### src/rtl/rx_pkg.sv
// Shared types and constants for the UART 8N1 receive path.
package rx_pkg;

    localparam int DATA_BITS = 8;

    typedef enum logic [1:0] {
        IDLE  = 2'd0,
        START = 2'd1,
        DATA  = 2'd2,
        STOP  = 2'd3
    } rx_state_t;

endpackage

### src/rtl/rx_bps_module.sv
// Receive baud generator: counts while a frame is active and strobes at the
// half-bit point (start bit) or at every full bit period (data/stop bits).
module rx_bps_module #(
    parameter int CLK_FREQ = 50_000_000,
    parameter int BAUD     = 9600
) (
    input  logic clk,
    input  logic rst,
    input  logic count_sig,
    input  logic half_sel,
    output logic bps_clk
);

    localparam int BPS_CNT  = CLK_FREQ / BAUD;
    localparam int HALF_CNT = BPS_CNT / 2;
    localparam int CNT_W    = $clog2(BPS_CNT);

    localparam logic [CNT_W-1:0] FULL_LAST = CNT_W'(BPS_CNT - 1);
    localparam logic [CNT_W-1:0] HALF_LAST = CNT_W'(HALF_CNT - 1);
    localparam logic [CNT_W-1:0] CNT_ONE   = CNT_W'(1);

    logic [CNT_W-1:0] cnt_q;
    logic [CNT_W-1:0] cnt_d;
    logic [CNT_W-1:0] last_cnt;

    // The counter wraps to zero on every strobe, so each sample point starts
    // a fresh period without the FSM having to clear it explicitly.
    always_comb begin
        last_cnt = half_sel ? HALF_LAST : FULL_LAST;
        bps_clk  = count_sig && (cnt_q == last_cnt);
        if (!count_sig || bps_clk) begin
            cnt_d = '0;
        end else begin
            cnt_d = cnt_q + CNT_ONE;
        end
    end

    always_ff @(posedge clk) begin
        if (rst) begin
            cnt_q <= '0;
        end else begin
            cnt_q <= cnt_d;
        end
    end

endmodule

### src/rtl/rx_module.sv
// UART 8N1 receiver: synchronises the line, detects the start edge, samples
// mid-bit and reports each byte with a done or framing-error strobe.
module rx_module
    import rx_pkg::*;
#(
    parameter int CLK_FREQ = 50_000_000,
    parameter int BAUD     = 9600
) (
    input  logic                 clk,
    input  logic                 rst,
    input  logic                 rx_en_sig,
    input  logic                 rx_pin_in,
    output logic [DATA_BITS-1:0] rx_data,
    output logic                 rx_done_sig,
    output logic                 rx_err_sig,
    output logic                 rx_busy
);

    localparam int BPS_CNT = CLK_FREQ / BAUD;
    localparam int BIDX_W  = $clog2(DATA_BITS);
    localparam logic [BIDX_W-1:0] LAST_BIT = BIDX_W'(DATA_BITS - 1);
    localparam logic [BIDX_W-1:0] BIDX_ONE = BIDX_W'(1);

    generate
        if (BPS_CNT < 4) begin : g_bad_baud
            $error("rx_module: CLK_FREQ/BAUD must be at least 4");
        end
    endgenerate

    rx_state_t state_q, state_d;

    logic                 sync1_q, sync1_d;
    logic                 sync2_q, sync2_d;
    logic                 hist_q, hist_d;
    logic [BIDX_W-1:0]    bit_idx_q, bit_idx_d;
    logic [DATA_BITS-1:0] shift_q, shift_d;
    logic [DATA_BITS-1:0] rx_data_q, rx_data_d;
    logic                 done_q, done_d;
    logic                 err_q, err_d;

    logic fall_edge;
    logic count_sig;
    logic half_sel;
    logic bps_clk;

    assign fall_edge = hist_q && !sync2_q;

    rx_bps_module #(
        .CLK_FREQ (CLK_FREQ),
        .BAUD     (BAUD)
    ) u_bps (
        .clk       (clk),
        .rst       (rst),
        .count_sig (count_sig),
        .half_sel  (half_sel),
        .bps_clk   (bps_clk)
    );

    always_ff @(posedge clk) begin
        if (rst) begin
            state_q <= IDLE;
        end else begin
            state_q <= state_d;
        end
    end

    // Dropping the enable aborts any frame in flight on the next clock.
    always_comb begin
        state_d = state_q;
        if (!rx_en_sig) begin
            state_d = IDLE;
        end else begin
            case (state_q)
                IDLE:  if (fall_edge) state_d = START;
                START: if (bps_clk)   state_d = sync2_q ? IDLE : DATA;
                DATA:  if (bps_clk && (bit_idx_q == LAST_BIT)) state_d = STOP;
                STOP:  if (bps_clk)   state_d = IDLE;
                default:              state_d = IDLE;
            endcase
        end
    end

    always_comb begin
        rx_busy   = (state_q != IDLE);
        count_sig = (state_q != IDLE);
        half_sel  = (state_q == START);
    end

    always_comb begin
        sync1_d   = rx_pin_in;
        sync2_d   = sync1_q;
        hist_d    = sync2_q;
        bit_idx_d = bit_idx_q;
        shift_d   = shift_q;
        rx_data_d = rx_data_q;
        done_d    = 1'b0;
        err_d     = 1'b0;
        if (rx_en_sig && bps_clk) begin
            case (state_q)
                START: bit_idx_d = '0;
                DATA: begin
                    shift_d   = {sync2_q, shift_q[DATA_BITS-1:1]};
                    bit_idx_d = bit_idx_q + BIDX_ONE;
                end
                STOP: begin
                    if (sync2_q) begin
                        rx_data_d = shift_q;
                        done_d    = 1'b1;
                    end else begin
                        err_d = 1'b1;
                    end
                end
                default: ;
            endcase
        end
    end

    // Synchroniser and history reset high so reset release never looks like a start edge.
    always_ff @(posedge clk) begin
        if (rst) begin
            sync1_q   <= 1'b1;
            sync2_q   <= 1'b1;
            hist_q    <= 1'b1;
            bit_idx_q <= '0;
            shift_q   <= '0;
            rx_data_q <= '0;
            done_q    <= 1'b0;
            err_q     <= 1'b0;
        end else begin
            sync1_q   <= sync1_d;
            sync2_q   <= sync2_d;
            hist_q    <= hist_d;
            bit_idx_q <= bit_idx_d;
            shift_q   <= shift_d;
            rx_data_q <= rx_data_d;
            done_q    <= done_d;
            err_q     <= err_d;
        end
    end

    assign rx_data     = rx_data_q;
    assign rx_done_sig = done_q;
    assign rx_err_sig  = err_q;

endmodule

### config.mk
export PLATFORM = sky130hd
export DESIGN_NAME = rx_module
export DESIGN_NICKNAME = d
export VERILOG_FILES = /design/src/rtl/rx_pkg.sv /design/src/rtl/rx_bps_module.sv /design/src/rtl/rx_module.sv
export SDC_FILE = /design/constraint.sdc
export NUM_CORES = 1
export LEC_CHECK = 0
export ABC_AREA = 1
export CAP_MARGIN = 20
export CORE_ASPECT_RATIO = 0.5
export CORE_MARGIN = 1.5
export CORE_UTILIZATION = 35
export CTS_BUF_LIST = sky130_fd_sc_hd__clkbuf_16
export DETAILED_ROUTE_END_ITERATION = 16
export GPL_TIMING_DRIVEN = 0
export PLACE_DENSITY = 0.63
export REMOVE_ABC_BUFFERS = 1
export SLEW_MARGIN = 20
export SYNTH_ARGS = -nofsm -noshare
export SYNTH_HDL_FRONTEND = slang
export SYNTH_SLANG_ARGS = --single-unit
### constraint.sdc
create_clock -name clk -period 2 [get_ports clk]
set_input_delay 0.2 -clock clk [delete_from_list [all_inputs] [get_ports clk]]
set_output_delay 0.2 -clock clk [all_outputs]
set_load 0.05 [all_outputs]
# Word-level counts from Yosys, hierarchy flattened
# Cells that the tools add are included.
dict set report totals {
  out_inout_bits 11
  ff_bits 39
}
dict set report classes {
  mux 10
  n_addsub 2
  n_reduce_logical 17
  bitwise 3
  eq_ne 9
}
# operator n
set op_table {}
lappend op_table {{$add A13 B1 Y13 const B} 1}
lappend op_table {{$eq A13 B13 Y1} 1}
lappend op_table {{$mux W13} 1}
lappend op_table {{$mux W2} 5}
lappend op_table {{$ne A2 B2 Y1 const B} 4}
lappend op_table {{$pmux W2 S4} 1}
lappend op_table {{$pmux W3 S2} 1}
lappend op_table {{$eq A2 B2 Y1 const B} 2}
lappend op_table {{$logic_and A1 B1 Y1} 4}
lappend op_table {{$reduce_and A2 Y1} 2}
lappend op_table {{$reduce_and A4 Y1} 1}
lappend op_table {{$reduce_bool A2 Y1} 2}
lappend op_table {{$reduce_or A2 Y1} 2}
lappend op_table {{$add A3 B1 Y3 const B} 1}
lappend op_table {{$eq A3 B3 Y1 const B} 1}
lappend op_table {{$not A1 Y1} 3}
lappend op_table {{$reduce_and A3 Y1} 1}
lappend op_table {{$reduce_or A3 Y1} 1}
lappend op_table {{$eq A2 B1 Y1 const B} 1}
lappend op_table {{$logic_not A1 Y1} 2}
lappend op_table {{$logic_not A2 Y1} 1}
lappend op_table {{$mux W1} 2}
lappend op_table {{$logic_or A1 B1 Y1} 1}

# Depth between registers and ports, before layout
# Gate-level depths: netlist of run 1.
dict set report depth {
  ltp_word 7
  mapped_depth 14
}

# Modules after synthesis
# Synthesis of run 1 repeated with hierarchy kept, for this count alone.
dict set report unflattened {
  cells_unflattened 238
  area_unflattened_um2 1889.3
}
# mod instances cells_each area_per_inst_um2
set modules_own_cells {}
lappend modules_own_cells {rx_module 1 122 1066.0}
lappend modules_own_cells {rx_bps_module 1 116 823.3}

# Worst setup path after synthesis of run 1
# OpenSTA, ideal clock, no wires.
dict set report synth_timing {
  kind {reg-to-reg}
  start {register state_q[0]}
  end {register with a tool-made name}
  setup_time_ps 110
  stages_incl_launch_ff 10
  setup_slack_ps 141
  path_buffers 0
  arrival_time_ps 1750
  cell_sequence {dfxtp_1 inv_1 ha_1 clkinv_1 nand4_1 nand2_1 nand3_1 nand2_1 inv_1 nor2_1}
}
# item line
set synth_lines {}
lappend synth_lines {{start, declared} rx_module.sv:30} ;# rx_state_t state_q, state_d;
lappend synth_lines {{start signal, assigned} rx_module.sv:63} ;# state_q <= state_d;

==> results.toml, run 1 <==
[status]
outcome = "completed"

[final_layout]
multiInputGateArea_um2 = 1150
antenna_cells = 0
design_area_um2 = 2530
finalNetCount = 349
drive_gt1_share_pct = 13.6
synthToLayoutAreaGrowth_pct = 21.7
utilization_pct = 45.2
nFillCells = 568
seq_area_um2 = 786

[worst_setup_path]
ff2ff_path_depth = 12
arrival_ps = 2090
startpoint_type = "flip-flop"
rrSetupSlack_ps = 120
crit_fanout = 8
required_ps = 2220
rr_endpoint = "rx_data[2]"
crit_type = "reg2reg"
cp-end-kind = "flip-flop"

[clock_tree]
clkSlewWorstSetupHoldPaths_ps = 60
htreeDepth = 2
clock_path_buffers = 2
insertion_delay_ps = 280
tritoncts = "yes"
cts_inserted_buffers = 5
clock-root-buffer = "clkbuf_16"
clkSinkCount = 39

[logic_synthesis]
synth_top_family_by_area = "simple AND/OR/NAND/NOR gates"
yosys.area.top_type = "dfxtp_1"
ys_async_sr_fraction_pct = 0
synth_top_area_share_pct = 37.5
ys_ff_latch = 39
synth_xor_area_share_pct = 0.841
synthCells = 315
synth_edf_count = 0
yosys_warnings = 0
synthFlopType = "dfxtp_1"
synth_area_leaders = "dfxtp_1, nand2_1, nor2_1, inv_1, nand4_1"
synthAdderAreaFrac_pct = 4.20
syn_avg_cell_area_um2 = 6.61
yosysSeqAreaShare_pct = 37.5
synth.area.mux_share_pct = 0
synth_compound_area_share_pct = 3.36
synth_cell_types = 27
yosys.area_share.simple_pct = 44.3
syn_area_um2 = 2080

[floorplanning]
coreArea_um2 = 5610
die_x_um = 112
ios = 15
die_height_um = 57.6
initial_utilization_pct = 37.1
std_cell_rows = 19
die_area_um2 = 6450

[sta]
rsz0062_at_grt = "no"
clock.fmax_mhz = 533
finalSetupTns_ps = 0
setup_viol = 0
slew_headroom_pct = 64.0
hold_viol_final = 0
post-route-period-util_pct = 93.8
clock_skew_ps = 4.12
slew_viol_final = 0
period_needed_ps = 1880
worstMarginPinSlew_ps = 537

[min_path]
min_to = "hist_d"
hold_depth = 1
min-delay-start = "sync1_q"
holdCritPathClass = "reg2reg"

[pwr]
power_density_nw_per_um2 = 636
p_leak_nw = 1.10
vdd_drop_max_mv = 0.345

[placement]
dpl_cell_area_um2 = 2260
routabilityCongestion = 0.843
port_buffers = 14
place_hpwl_mm = 3.15

[drt]
vias = 1969
drt_iter0_markers = 62
routed_wl_mm = 4.56
avgRoutedWirePerCell_um = 11.1
via_per_inst = 4.78
antenna_left = 0
post-route-drc-count = 0
firstDrtPassIters = 4

[grt]
grt_pass1_wl_mm = 7.73
grt_use_total_pct = 14.8
grt_max_degree = 20
grt_antenna_before_repair = 0
grt_overflow = 0
grt_pass1_vias = 1801

[flow_run]
cap_violations = 0
-- what timing repair did --
action | in CTS | in global routing
hold buffers | 0 | 0
gates cloned | 0 | 1
setup endpoints to repair | 37 | 26
gates resized for setup | 6 | 14
pin swaps | 0 | 10
buffers inserted | 0 | 10
endpoints found under the hold margin | 0 | 0
-- registers in the layout, indices dropped and copies added (netlist names), named ones only --
name and cells:
rx_err_sig 1, hist_q 1, bit_idx_q 3, shift_q 8, sync1_q 1, hist_d 1
rx_done_sig 1, state_q 1, rx_data 8, u_bps.cnt_q 13
-- through the flow --
step | instances | setup WS, ps | total power, mW | hold slack (ps)
2_1_floorplan | 306 | 68.7 | 0.842 | 269
3_3_place_gp | 393 | -317 | 0.863 | 397
3_5_place_dp | 393 | -393 | 0.864 | 397
4_1_cts | 401 | 6.06 | 1.63 | 441
5_1_grt | 412 | 0.209 | 1.67 | 470
6_report | 412 | 123 | 1.61 | 443
-- metal layers --
metal	global-route usage, %	wire length, µm
met1	19.0	2260
met3	2.87	117
met5	0	0
met2	25.8	2160
met4	4.34	17
-- synthesized netlist by cell type (2+ instances only) --
| cell type | number |
|---|---|
| nor2_2 | 2 |
| dfxtp_1 | 39 |
| or2_2 | 6 |
| nand3_1 | 14 |
| inv_1 | 35 |
| nor2_4 | 3 |
| nor3b_1 | 2 |
| ha_1 | 7 |
| nand2_1 | 93 |
| buf_6 | 2 |
| buf_2 | 3 |
| a21oi_1 | 13 |
| xnor2_1 | 2 |
| clkinv_1 | 2 |
| nor3_1 | 5 |
| clkbuf_1 | 2 |
| nand4_1 | 16 |
| nor2_1 | 60 |
-- placed cells by master, fill, tap and decap left out, types with 6 or more instances in the layout --
cell type	netlist	final
nand4_1	16	16
a21oi_1	13	13
buf_4	1	10
clkdlybuf4s50_1	0	13
or2_2	6	6
nand3_1	14	13
dfxtp_1	39	37
ha_1	7	6
nor2_1	60	56
nand2_1	93	93
inv_1	35	34
-- critical path, stage by stage, from the launching register on --
cell and delay [ps]:
dfxtp_2 360, inv_4 50, ha_4 180, buf_4 150, nor2_4 100, nand2_1 60, nand2_1 80, nand3_2 80
nor2_4 190, nand4_4 120, nor2_4 270, nor2_1 70, nor2_1 100
-- cell families (layout without fill, tap and decap cells) --
logic type,count (synthesis),in the layout
compound gates,14,14
xor+xnor,2,2
fa+ha+maj,7,7
buf+inv,48,71
flops,39,39
simple gates,205,206
-- area by class of cell --
type                            instances  share of cell area, %
Sequential cell                        39                   31.0
Tap cell                               73                   3.60
Multi-Input combinational cell        229                   45.4
Inverter                               39                   5.97
Timing Repair Buffer                   24                   8.54
Clock buffer                            5                   4.94
Clock inverter                          3                  0.592
-- worst max path at each step --
stage	endpoint	start	depth (start not counted)
finish	rx_data[2]	flip-flop	12
global route	rx_data[1]	flip-flop	13
CTS	rx_data[7]	state_q[0]	11
detailed placement	u_bps.cnt_q[3]	state_q[0]	10
global placement	u_bps.cnt_q[2]	state_q[0]	10
floorplan	rx_data[0]	state_q[0]	11
-- power breakdown --
| part | total, mW | internal [mW] | switching (mW) | leakage [nW] |
|---|---|---|---|---|
| clock network | 0.754 | 0.454 | 0.300 | 0.0733 |
| logic | 0.0741 | 0.0280 | 0.0461 | 0.709 |
| registers | 0.785 | 0.780 | 0.00505 | 0.316 |
| total | 1.61 | 1.26 | 0.351 | 1.10 |
No activity file was read; power rests on OpenSTA's default activity.
==> run 2: changes to the inputs <==
==> constraint.sdc (replaced) <==
create_clock -name clk -period 2 [get_ports clk]
set_input_delay 0.2 -clock clk [delete_from_list [all_inputs] [get_ports clk]]
set_output_delay 0.2 -clock clk [all_outputs]
set_load 0.02 [all_outputs]
==> results.toml, run 2 (same netlist as run 1, synthesis figures left out) <==
[clock_tree]
clkSinkCount = 39
holdBufCountCts = 0
cts_inserted_buffers = 5
clock_path_buffers = 2
clock-root-buffer = "clkbuf_16"
tritoncts = "yes"
htreeDepth = 2
insertion_delay_ps = 280
clkSlewWorstSetupHoldPaths_ps = 60

[placement]
post-place-cells = 393
port_buffers = 14
routabilityCongestion = 0.843
pre_cts_ws_ps = -393
place_hpwl_mm = 3.15

[grt]
grt_pass1_wl_mm = 7.73
grt_antenna_before_repair = 0
grt_pass1_vias = 1801
grt_max_degree = 20
grt_use_total_pct = 14.8
grt_overflow = 0

[floorplanning]
ios = 15
std_cell_rows = 19
die_height_um = 57.6
coreArea_um2 = 5610
die_x_um = 112
die_area_um2 = 6450
initial_utilization_pct = 37.1

[worst_setup_path]
startpoint_type = "flip-flop"
crit_type = "reg2reg"
required_ps = 2220
ff2ff_path_depth = 12
arrival_ps = 2090
crit_fanout = 8
cp-end-kind = "flip-flop"
rr_endpoint = "rx_data[2]"
rrSetupSlack_ps = 120

[pwr]
p_sw_mw = 0.349
combPwrFrac_pct = 4.4
seqPwrFrac_pct = 48.7
vdd_drop_max_mv = 0.345
clkPwrFrac_pct = 46.8
switching_share_pct = 21.7
internal_power_mw = 1.26
finalPower_mw = 1.61
power_density_nw_per_um2 = 636
p_leak_nw = 1.10

[final_layout]
nFillCells = 569
regMostFlops = "u_bps.cnt_q"
antenna_cells = 0
synthToLayoutAreaGrowth_pct = 21.6
finalNetCount = 349
final_cells = 412
drive_gt1_share_pct = 13.3
final_common_cell = "nand2_1"
largest_reg_flops = 13
layout_common_cells = "nand2_1, nor2_1, dfxtp_1, inv_1, nand4_1"

[drt]
firstDrtPassIters = 4
vias = 1967
antenna_left = 0
via_per_inst = 4.77
drt_iter0_markers = 62
routed_wl_mm = 4.55
post-route-drc-count = 0
avgRoutedWirePerCell_um = 11.1

[sta]
hold_viol_final = 0
period_needed_ps = 1880
clock.fmax_mhz = 533
worstMarginPinSlew_ps = 537
post-route-period-util_pct = 93.9
finalWorstSetupSlack_ps = 123
slew_viol_final = 0
clock_skew_ps = 4.12
slew_headroom_pct = 64.0
rsz0062_at_grt = "no"
setup_viol = 0
hold-worst-slack_ps = 443

[min_path]
hold_depth = 1
min_to = "hist_d"
min-delay-start = "sync1_q"
holdCritPathClass = "reg2reg"

[flow_run]
cap_violations = 0

[status]
outcome = "completed"
==> run 2: cell types whose count changed in the layout (fill, tap and decap cells not counted), sizes merged <==
cell           delta
dlygate4sd2       +1
clkdlybuf4s15     -1
==> run 2: power groups by stage <==
stage | logic (mW) | clock network, mW | registers [mW]
2_1_floorplan | 0.0389 | 0 | 0.801
3_3_place_gp | 0.0589 | 0 | 0.802
3_5_place_dp | 0.0599 | 0 | 0.802
4_1_cts | 0.0615 | 0.776 | 0.786
5_1_grt | 0.0792 | 0.802 | 0.786
6_report | 0.0717 | 0.754 | 0.785
==> run 2: final cells by class <==
class / count / area, µm² / area share (%)
Inverter: 39 / 151 / 5.98
Timing Repair Buffer: 24 / 214 / 8.45
Multi-Input combinational cell: 229 / 1150 / 45.4
Clock inverter: 3 / 15.0 / 0.593
Clock buffer: 5 / 125 / 4.94
Sequential cell: 39 / 786 / 31.0
Tap cell: 73 / 91.3 / 3.61
==> run 2: how the worst max path moves through the flow <==
stage,end,slack (ps),depth (start not counted)
floorplan,rx_data[0],90,11
global placement,u_bps.cnt_q[2],-320,10
detailed placement,u_bps.cnt_q[3],-390,10
CTS,rx_data[7],6,11
global route,rx_data[1],0.4,13
finish,rx_data[2],120,12
==> run 2: through the flow <==
stage | util (%) | cell area [µm²] | setup TNS, ps
2_1_floorplan | - | 2030 | 0
3_3_place_gp | 40.3 | 2260 | -8430
3_5_place_dp | 40.3 | 2260 | -10790
4_1_cts | 43.0 | 2410 | 0
5_1_grt | 45.1 | 2530 | 0
6_report | 45.1 | 2530 | 0
==> run 2: timing repair <==
action / CTS / global route
setup buffers: 0 / 10
cloned: 0 / 1
pin swaps: 0 / 10
resized for setup: 4 / 14
endpoints found under the setup margin: 37 / 26
==> run 2: per-layer routing <==
layer	global-route usage, %	wire [µm]	vias up
li1	-	-	1031
met3	2.87	117	2
met1	19.0	2260	901
met2	25.8	2160	33
met5	0	0	-
met4	4.34	17	0
==> run 2: critical path, stage by stage, from the launching register on <==
cell     delay (ps)
dfxtp_2         360
inv_4            50
ha_4            180
buf_4           150
nor2_4          100
nand2_1          60
nand2_1          80
nand3_2          80
nor2_4          190
nand4_4         120
nor2_4          270
nor2_1           70
nor2_1          100
==> run 3: changes to the inputs <==
Settings changed: CORE_ASPECT_RATIO 0.5 to default.
==> results.toml, run 3 (same netlist as run 1, synthesis figures left out) <==
[pwr]
combPwrFrac_pct = 3.8
internal_power_mw = 1.39
finalPower_mw = 1.76
vdd_drop_max_mv = 0.561
power_density_nw_per_um2 = 706
p_sw_mw = 0.367
p_leak_nw = 1.08
switching_share_pct = 20.8
clkPwrFrac_pct = 51.6
seqPwrFrac_pct = 44.6

[sta]
worstMarginPinSlew_ps = 528
finalSetupTns_ps = 0
setup_viol = 0
clock_skew_ps = 3.41
rsz0062_at_grt = "yes"
slew_headroom_pct = 64.6
clock.fmax_mhz = 536
slew_viol_final = 0
finalWorstSetupSlack_ps = 134
period_needed_ps = 1870
hold_viol_final = 0
post-route-period-util_pct = 93.3

[placement]
routabilityCongestion = 0.776
dpl_cell_area_um2 = 2260
port_buffers = 14
pre_cts_ws_ps = -323
place_hpwl_mm = 2.97

[final_layout]
synthToLayoutAreaGrowth_pct = 19.8
layout_common_cells = "nand2_1, nor2_1, dfxtp_1, inv_1, nand4_1"
largest_reg_flops = 13
drive_gt1_share_pct = 10.8
design_area_um2 = 2490
final_common_cell = "nand2_1"
finalNetCount = 343
antenna_cells = 0
regMostFlops = "u_bps.cnt_q"

[drt]
antenna_left = 0
avgRoutedWirePerCell_um = 10.8
vias = 1911
drt_iter0_markers = 114
post-route-drc-count = 0
routed_wl_mm = 4.38
via_per_inst = 4.72
firstDrtPassIters = 4

[flow_run]
cap_violations = 0

[min_path]
hold_depth = 1
min-delay-start = "sync1_q"
holdCritPathClass = "reg2reg"
min_to = "hist_d"

[worst_setup_path]
cp-end-kind = "primary output"
crit_fanout = 7
required_ps = 1800
rr_endpoint = "rx_data[3]"
crit_type = "reg2out"
rrSetupSlack_ps = 140
arrival_ps = 1670
ff2ff_path_depth = 11
crit_start = "state_q[0]"
startpoint_type = "flip-flop"

[grt]
grt_pass1_wl_mm = 7.49
grt_overflow = 0
grt_max_degree = 20
grt_use_total_pct = 14.9
grt_pass1_vias = 1632
grt_antenna_before_repair = 0

[clock_tree]
tritoncts = "yes"
clkSinkCount = 39
clock_path_buffers = 2
holdBufCountCts = 0
clock-root-buffer = "clkbuf_16"
insertion_delay_ps = 280
cts_inserted_buffers = 5
clkSlewWorstSetupHoldPaths_ps = 60
htreeDepth = 2

[floorplanning]
ios = 15
initial_utilization_pct = 37.1
std_cell_rows = 27
die_x_um = 80.2
coreArea_um2 = 5610
die_height_um = 80.2
die_area_um2 = 6420

[status]
outcome = "completed"
==> run 3: cell count changes in the layout (fill, tap and decap cells not counted), sizes merged <==
cell and change:
clkinv -1, nor2 -1, bufinv +1, buf -5
==> run 3: layout make-up <==
cell class              count  area [µm²]
fillers                   605        3110
multi-input cells         228        1130
flip-flops and latches     39         782
repair buffers             19         176
inverters                  39         149
clock buffers               5         125
well taps                  72        90.1
clock inverters             3        43.8
==> run 3: layer usage <==
layer / part of all wire (%) / vias up / global-route usage [%]
li1: - / 1021 / -
met5: 0 / - / 0
met1: 50 / 839 / 20.2
met4: 1.6 / 0 / 6.03
met3: 3.7 / 7 / 2.73
met2: 45 / 44 / 23.1
==> run 3: stage by stage <==
step | std cells | hold WS [ps] | utilization [%]
finish | 405 | 408 | 44.5
global route | 405 | 419 | 44.5
CTS | 400 | 409 | 43.5
detailed placement | 392 | 395 | 40.2
global placement | 392 | 395 | 40.2
floorplan | 306 | 269 | -
==> run 3: worst max path at each step <==
stage	slack (ps)	depth (start not counted)	to
floorplan	90	11	rx_data[0]
global placement	-300	10	u_bps.cnt_q[2]
detailed placement	-320	11	rx_data[3]
CTS	-1	11	rx_data[3]
global route	-30	12	rx_data[4]
finish	130	4	rx_busy
==> run 3: power groups by stage <==
stage	Sequential [mW]	Combinational, mW	Clock [mW]
6_report	0.785	0.0673	0.908
3_3_place_gp	0.802	0.0587	0
5_1_grt	0.785	0.0754	0.962
2_1_floorplan	0.801	0.0389	0
3_5_place_dp	0.802	0.0594	0
4_1_cts	0.785	0.0604	0.926
==> run 3: worst max-delay path: stages (launching register included) <==
cell           delay [ps]
dfxtp_2               360
inv_1                  90
ha_1                  220
clkinv_1              290
dlygate4sd2_1         420
==> run 3: repair_timing <==
action	CTS	global route
setup buffers	0	5
resized for setup	3	6
endpoints found under the setup margin	37	33
pin swaps	0	2
==> RTL change, RTL diff (flow settings as in run 3) <==
`CLK_FREQ` is set to 50_000_000 in 2 places; all go to 12_500_000.
--- a/src/rtl/rx_bps_module.sv
+++ b/src/rtl/rx_bps_module.sv
@@ -3,3 +3,3 @@
 module rx_bps_module #(
-    parameter int CLK_FREQ = 50_000_000,
+    parameter int CLK_FREQ = 12_500_000,
     parameter int BAUD     = 9600
--- a/src/rtl/rx_module.sv
+++ b/src/rtl/rx_module.sv
@@ -5,3 +5,3 @@
 #(
-    parameter int CLK_FREQ = 50_000_000,
+    parameter int CLK_FREQ = 12_500_000,
     parameter int BAUD     = 9600
Formal check against the unedited RTL: no difference found for any inputs over 10 cycles, from zero or initial values and one cycle with rst high; that may be too few to reach the edited logic, so the function may still have changed.
==> RTL change against run 3 <==
  * Synthesized area decreased by 8.0%
  * Critical endpoint is now shift_q[4]
  * Clock skew increased by 0.0032 ns
  * Wire length decreased by 13%
  * Cell area decreased by 6.6%
  * Total power decreased by 11%
  * Worst setup slack improved by 0.038 ns
  * Largest cell class unchanged
  * Worst hold slack improved by 0.0080 ns
  * Sequential cell count decreased by 2
  * Die area decreased by 7.8%
  * Clock power decreased by 17%
  * Cell count decreased by 9.9%
  * First-iteration DRC count decreased by 50%
==> RTL change: results <==
set metrics [dict create \
    nFillCells 532 \
    dp_hpwl_microns 2670 \
    wl_met3_microns 133 \
    largest_reg_flops 11 \
    power_leakage_nw 1.01 \
    grt_max_degree 19 \
    drive_above_1_share_pct 13.9 \
    track_usage_pct 13.7 \
    worst_r2r_path_depth 9 \
    met1_length_microns 1950 \
    cp.arrival_ns 2.00 \
    drt_iter0_drc 57 \
    synthTopCellsByArea "dfxtp_1 (39%), nand2_1 (11%), nor2_1 (8.8%), inv_1 (7.4%), ha_1 (4.6%)" \
    maxSlewHeadroom_pct 66.2 \
    first_global_vias 1437 \
    cp_slowest_cell "dfxtp_2" \
    seq_area_frac_synth_pct 38.7 \
    status "finished clean" \
    num_vias 1683 \
    finalNonFillerCells 365 \
    pre_cts_slack_ns -0.288 \
    finClkSkew_ns 0.00665 \
    critPathMaxFanout 16 \
    place.gp.congestion 0.806 \
    num-nets-final 305 \
]
==> RTL change: changes by cell type in the layout (fill, tap and decap cells not counted), sizes merged, moves of 3 or more <==
cell   change
xor2       +5
o21ai      +9
nand2     -33
nand4      -3
nor2      -16
nor4       +3
nor3       +3
a21oi      -4
inv        +6
==> RTL change: power by group <==
group	total, mW	switching [mW]	internal, mW
combinational	0.0685	0.0409	0.0276
sequential	0.746	0.00509	0.741
clock	0.755	0.299	0.457
==> RTL change: layout make-up <==
type / instances / area, sq um / share of cell area, %
clock buffers: 5 / 125 / 5.37
inverters: 43 / 164 / 7.04
clock inverters: 3 / 17.5 / 0.752
multi-input cells: 187 / 1010 / 43.3
repair buffers: 20 / 184 / 7.89
flip-flops and latches: 37 / 743 / 31.9
well taps: 70 / 87.6 / 3.76
==> RTL change: timing repair <==
item	CTS	global route
buffers inserted	0	6
pin swaps	1	1
gates resized for setup	6	7
gates cloned	0	0
endpoints found under the setup margin	33	30
==> RTL change: cell families after synthesis <==
kind of cell	Yosys count	share of synthesized area [%]
and+or+nand+nor	154	37.6
xor gates and xnor gates	6	2.74
AOI/OAI and AO/OA	20	5.88
DFF	37	38.7
buffers and inverters	49	10.5
adders and majority gates	7	4.57
==> RTL change: metrics by stage <==
stage               total power, mW  hold WS (ns)
finish                         1.57         0.416
global route                   1.63         0.427
CTS                            1.57         0.419
detailed placement            0.822         0.404
global placement              0.821         0.391
floorplan                     0.801         0.269
==> RTL change: worst paths after layout <==
check | to | slack [ns]
worst min register to register | hist_d | 0.42
worst max register to register | shift_q[4] | 0.17
worst min-delay path | hist_d | 0.42
worst max-delay path | shift_q[4] | 0.17
==> RTL change: routing by layer <==
layer  vias to the layer above  GRT usage, %
li1                        904             -
met1                       750          19.2
met2                        23          20.3
met3                         6          3.57
met4                         0          4.36
met5                         -             0
==> RTL change: critical path, delay by kind of cell, from the launching register on <==
| kind | cells | cell delay (ns) |
|---|---|---|
| adder cells (fa/ha/maj) | 1 | 0.23 |
| AO/OA/AOI/OAI | 2 | 0.34 |
| buffers and inverters | 1 | 0.14 |
| AND/OR/NAND/NOR | 5 | 0.61 |
| flip-flops | 1 | 0.40 |
